## src/rtl/decoder.sv

```systemverilog
// 4x4 keypad scanner: walks one active-low column at a time, samples the synchronized
// rows once per column, and debounces a single key across two consecutive full sweeps.
module decoder #(
  parameter int unsigned SCAN_TICKS = 100000
) (
  input  logic       clk_100MHz,
  input  logic       reset,
  input  logic [3:0] row,
  output logic [3:0] col,
  output logic [3:0] dec_out,
  output logic [3:0] button_pressed
);

  localparam int unsigned CNT_W = (SCAN_TICKS > 1) ? $clog2(SCAN_TICKS) : 1;
  localparam logic [CNT_W-1:0] CNT_MAX = CNT_W'(SCAN_TICKS - 1);

  logic [3:0]       row_meta_q, row_sync_q;
  logic [CNT_W-1:0] cnt_q, cnt_d;
  logic [3:0]       col_q, col_d;
  logic [1:0]       acc_cnt_q, acc_cnt_d;
  logic [3:0]       acc_code_q, acc_code_d;
  logic [3:0]       cand_q, cand_d;
  logic             cand_vld_q, cand_vld_d;
  logic [3:0]       dec_q, dec_d;
  logic             held_q, held_d;
  logic             pulse_q, pulse_d;
  logic             multi_q, multi_d;

  logic             sample_s, sweep_end_s;
  logic [1:0]       col_idx_s;
  logic [2:0]       hits_s, sum_s;
  logic [3:0]       code_s;

  function automatic logic [3:0] key_code(input logic [1:0] r, input logic [1:0] c);
    logic [3:0] k;
    case ({r, c})
      4'b11_11: k = 4'h1;  4'b11_10: k = 4'h2;  4'b11_01: k = 4'h3;  4'b11_00: k = 4'hA;
      4'b10_11: k = 4'h4;  4'b10_10: k = 4'h5;  4'b10_01: k = 4'h6;  4'b10_00: k = 4'hB;
      4'b01_11: k = 4'h7;  4'b01_10: k = 4'h8;  4'b01_01: k = 4'h9;  4'b01_00: k = 4'hC;
      4'b00_11: k = 4'h0;  4'b00_10: k = 4'hF;  4'b00_01: k = 4'hE;  4'b00_00: k = 4'hD;
      default:  k = 4'h0;
    endcase
    return k;
  endfunction

  assign sample_s    = (cnt_q == CNT_MAX);
  assign sweep_end_s = sample_s && (col_q == 4'b1110);

  // Column index of the driven column, and row hits / last code for the current sample
  always_comb begin
    case (col_q)
      4'b0111: col_idx_s = 2'd3;
      4'b1011: col_idx_s = 2'd2;
      4'b1101: col_idx_s = 2'd1;
      4'b1110: col_idx_s = 2'd0;
      default: col_idx_s = 2'd0;
    endcase
    hits_s = 3'd0;
    code_s = acc_code_q;
    for (int r = 3; r >= 0; r--) begin
      if (!row_sync_q[r]) begin
        hits_s = hits_s + 3'd1;
        code_s = key_code(2'(r), col_idx_s);
      end else begin
        hits_s = hits_s;
      end
    end
    sum_s = {1'b0, acc_cnt_q} + hits_s;
  end

  // Scan timing, sweep accumulation and sweep-end debounce decision
  always_comb begin
    cnt_d      = sample_s ? '0 : cnt_q + CNT_W'(1);
    col_d      = sample_s ? {col_q[0], col_q[3:1]} : col_q;
    acc_cnt_d  = acc_cnt_q;
    acc_code_d = acc_code_q;
    cand_d     = cand_q;
    cand_vld_d = cand_vld_q;
    dec_d      = dec_q;
    held_d     = held_q;
    multi_d    = multi_q;
    pulse_d    = 1'b0;
    if (sweep_end_s) begin
      acc_cnt_d  = 2'd0;
      acc_code_d = 4'h0;
      if (sum_s == 3'd0) begin
        held_d     = 1'b0;
        multi_d    = 1'b0;
        cand_vld_d = 1'b0;
      end else if (sum_s >= 3'd2) begin
        held_d     = 1'b1;
        multi_d    = 1'b1;
        cand_vld_d = 1'b0;
      end else begin
        multi_d = 1'b0;
        if (cand_vld_q && (code_s == cand_q)) begin
          held_d = 1'b1;
          // A continuously held key keeps held_q set, so it never re-pulses
          if (!held_q || (code_s != dec_q)) begin
            dec_d   = code_s;
            pulse_d = 1'b1;
          end else begin
            dec_d   = dec_q;
          end
        end else begin
          cand_d     = code_s;
          cand_vld_d = 1'b1;
        end
      end
    end else if (sample_s) begin
      acc_cnt_d  = (sum_s >= 3'd2) ? 2'd2 : sum_s[1:0];
      acc_code_d = code_s;
    end else begin
      acc_cnt_d  = acc_cnt_q;
    end
  end

  // State registers, including the 2-flop row synchronizer
  always_ff @(posedge clk_100MHz or posedge reset) begin
    if (reset) begin
      row_meta_q <= 4'b1111;
      row_sync_q <= 4'b1111;
      cnt_q      <= '0;
      col_q      <= 4'b0111;
      acc_cnt_q  <= 2'd0;
      acc_code_q <= 4'h0;
      cand_q     <= 4'h0;
      cand_vld_q <= 1'b0;
      dec_q      <= 4'h0;
      held_q     <= 1'b0;
      pulse_q    <= 1'b0;
      multi_q    <= 1'b0;
    end else begin
      row_meta_q <= row;
      row_sync_q <= row_meta_q;
      cnt_q      <= cnt_d;
      col_q      <= col_d;
      acc_cnt_q  <= acc_cnt_d;
      acc_code_q <= acc_code_d;
      cand_q     <= cand_d;
      cand_vld_q <= cand_vld_d;
      dec_q      <= dec_d;
      held_q     <= held_d;
      pulse_q    <= pulse_d;
      multi_q    <= multi_d;
    end
  end

  assign col            = col_q;
  assign dec_out        = dec_q;
  assign button_pressed = {1'b0, multi_q, pulse_q, held_q};

endmodule

```

## config.mk

```make
export PLATFORM = sky130hd
export DESIGN_NAME = decoder
export DESIGN_NICKNAME = d
export VERILOG_FILES = /design/src/rtl/decoder.sv
export SDC_FILE = /design/constraint.sdc
export NUM_CORES = 1
export LEC_CHECK = 0
export ABC_AREA = 1
export CORE_MARGIN = 2
export CORE_UTILIZATION = 25
export CTS_CLUSTER_SIZE = 28
export DETAILED_ROUTE_END_ITERATION = 6
export PLACE_DENSITY = 0.4
export SYNTH_ARGS = -nofsm -noshare
export SYNTH_HDL_FRONTEND = slang
export SYNTH_SLANG_ARGS = --single-unit
```

## constraint.sdc

```tcl
create_clock -name clk_100MHz -period 4.1 [get_ports clk_100MHz]
set_clock_uncertainty 0.1 [all_clocks]
set_input_delay 0.82 -clock clk_100MHz [delete_from_list [all_inputs] [get_ports clk_100MHz]]
set_output_delay 0.82 -clock clk_100MHz [all_outputs]
set_load 0.02 [all_outputs]
```

==> flow_summary_export.csv <==
group,metric,value,unit
run_status,status,"finished, final reports clean",
clock_tree,cts_resized,0,
global_route,grt_max_degree,48,
route,wl_per_cell,12.3,um
flow_run,cap_viol_max_count,0,
clock_tree,clock_path_buffers,2,
timing,setup_viol,0,
route,drtIter0Drc,101,
synth,syn-instance-count,342,
pwr,leakage,0.00147,uW
floorplanning,core_area,10700,um2
final_layout,fillers,1166,
timing,fmax,316,MHz
synth,synthTopCellsByCount,"93 x nand2_1, 43 x inv_1, 36 x dfrtp_1",
clock_tree,cts_tree,"built",
final_layout,multi_input_comb_area,1280,um2
setup_path,critPathKind,"flip-flop to flip-flop",
synth,avgSynthCellArea,7.93,um2
final_layout,drive_above_1_share,13.4,%
route,drcViolationCount,0,
global_route,grt.total_usage,11.7,%
timing,worstMarginPinSlew,0.997,ns
final_layout,nNetsFinal,374,
setup_path,path_cells,"inv_2 -> ha_1 -> xnor2_1 -> ha_1 -> mux2i_1 -> fa_1 -> inv_1 -> nand2_1 -> nand2_1 -> o21ai_1 -> nor2_2 -> nand3_4 -> nor2_8 -> nand3_2 -> nand2_1 -> nand2_1",
setup_path,arrival,3.26,ns
timing,finalHoldViolCount,0,
synth,yosys_warnings,0,
route,vias,2118,
synth,synthTopCellsByArea,"dfrtp_1 33%, nand2_1 13%, dfstp_2 11%",
clock_tree,cts-root-buf,"clkbuf_8",
placed_design,portBuffers,16,
final_layout,area_growth,13.9,%
timing,grt_setup_unrepaired,"no",
placed_design,hpwl,4670,um
clock_tree,postCtsSetupRepairBufs,0,
timing,final.min_clock_period,3.17,ns
global_route,grt_pass1_wl,10700,um
min_path,hold_path.class,"flip-flop to flip-flop",
floorplanning,fp.dieH,108,um
setup_path,path_delay_family,"adder cells",
global_route,overflow,0,
global_route,grt_pass1_vias,2146,
clock_tree,hold_buffers,0,
setup_path,crit_buf_inv,2,
setup_path,crit_required,4.20,ns
global_route,grt_antenna_before_repair,0,
floorplanning,rows,38,
route,ant_nets,0,
route,dr.pass1.iters,4,
timing,maxSlewHeadroom,33.5,%
synth,netlist_area,2710,um2
clock_tree,clk-insertion-delay-late,0.30,ns
synth,synth_fp_nets,359,
synth,yosysTopAreaCell,"dfrtp_1",
final_layout,n_antenna_cell,0,
synth,synth_top_cell_area_share,33.2,%
floorplanning,dieArea,11700,um2
placed_design,placed_area,2990,um2
final_layout,seq_area,1190,um2
pwr,vdd_drop_max,120,uV
timing,period_share,77.2,%
setup_path,critPathCaptureType,"flip-flop",
final_layout,final_area,3090,um2
floorplanning,die_w,108,um
synth,synth-edff-count,0,
synth,yosysMostFrequentCell,"nand2_1",
clock_tree,numCtsBuffers,5,
floorplanning,pin_count,18,
pwr,power-per-cell-area,274,nW/um2
synth,synthArstFlopShare,100,%
floorplanning,start_util,25.4,%
setup_path,crit_slowest_cell,"dfstp_2",
clock_tree,cts.sinks,47,
clock_tree,clk_pin_slew,0.10,ns
synth,ys_seq_elements,47,
timing,final_max_slew_viol_count,0,
route,viasPerCell,4.25,
placed_design,gp_congestion,0.811,
setup_path,cpPeakStageDelay,0.63,ns
setup_path,start_kind,"flip-flop",
setup_path,crit_top_cell,"nand2_1",
synth,synth_flop_cell,"dfrtp_1",
timing,fin_tns_setup,0,ns
route,wl,6120,um
clock_tree,htree_levels,2,
setup_path,crit_fanout,10,
synth,synth.distinct_cells,39,
synth,ys_seq_area_share,43.9,%
## final cells by class
type / count / share of cell area, %
clock buffers: 7 / 2.79
clock inverters: 1 / 0.284
inverters: 51 / 6.20
multi-input cells: 236 / 41.4
flip-flops and latches: 47 / 38.5
well taps: 140 / 5.67
repair buffers: 16 / 5.18
## placed cells by master, fill, tap and decap left out, types with 2 or more instances in the layout
cell type and n:
nand3_2 3, nor4_1 2, clkbuf_8 6, nand3b_1 4, inv_1 42, nand2_1 93, nand3_1 28, o22ai_1 2
xor2_1 2, nand4_1 7, a21oi_1 7, dfstp_2 11, nor2_1 24, inv_2 9, nand2_2 6, clkdlybuf4s50_1 16
nor2_8 2, nor2_2 5, nor3_1 4, dfrtp_1 36, ha_1 10, o21ai_0 12, o21bai_1 2, o21ai_1 7
xnor2_1 3
## metrics by stage
| step | total power (uW) | util (%) | setup slack [ns] | hold slack [ns] | std cells |
|---|---|---|---|---|---|
| finish | 846 | 28.9 | 0.933 | 0.258 | 498 |
| global route | 895 | 28.9 | 0.564 | 0.271 | 498 |
| CTS | 867 | 28.9 | 0.941 | 0.261 | 498 |
| detailed placement | 554 | 28.0 | 0.950 | 0.247 | 490 |
| global placement | 554 | 28.0 | 1.03 | 0.246 | 490 |
| floorplan | 536 | - | 1.09 | 0.245 | 342 |
## logic make-up (layout without fill, tap and decap cells)
group | count (synthesis) | in the layout | synth area share [%]
AO/OA/AOI/OAI | 36 | 36 | 7.47
other | 1 | 1 | 0.138
buffers and inverters | 59 | 75 | 9.04
multiplexers | 1 | 1 | 0.369
flip-flops | 47 | 47 | 43.9
adder cells (fa/ha/maj) | 11 | 11 | 5.35
AND/OR/NAND/NOR | 182 | 182 | 32.1
XOR/XNOR | 5 | 5 | 1.61
## power breakdown
group          internal [uW]  total (uW)  switching [uW]
combinational           21.9        66.6            44.7
sequential               471         477            6.32
clock                    139         303             164
total                    631         846             215
## layer usage
metal | GRT usage (%) | wire length (um)
met5 | 0 | 0
met4 | 3.48 | 66
met3 | 2.41 | 193
met2 | 18.0 | 2680
met1 | 16.6 | 3180
## sequential cells by signal, summed over array words and instances, names as in the netlist
signal      count
cand_q          4
acc_cnt_q       2
cand_vld_q      1
row_meta_q      4
acc_code_q      4
cnt_q          17
held_q          1
multi_q         1
dec_out         4
row_sync_q      4
pulse_q         1
col             4
## path summary, 6_finish.rpt
kind | depth (start not counted) | endpoint | from | slack, ns
min in group asynchronous | 2 | cnt_q[13]$_DFF_PP0_ | reset | 0.97
max in group asynchronous | 2 | cand_q[2]$_DFFE_PP0P_ | reset | 2.31
worst max register to register | 16 | dec_out[3]$_DFFE_PP0P_ | row_sync_q[2]$_DFF_PP1_ | 0.93
worst max-delay path | 16 | dec_out[3]$_DFFE_PP0P_ | row_sync_q[2]$_DFF_PP1_ | 0.93
worst min register to register | 0 | row_sync_q[2]$_DFF_PP1_ | row_meta_q[2]$_DFF_PP1_ | 0.26
worst min-delay path | 0 | row_sync_q[2]$_DFF_PP1_ | row_meta_q[2]$_DFF_PP1_ | 0.26
Power figures use the tool's default switching activity.
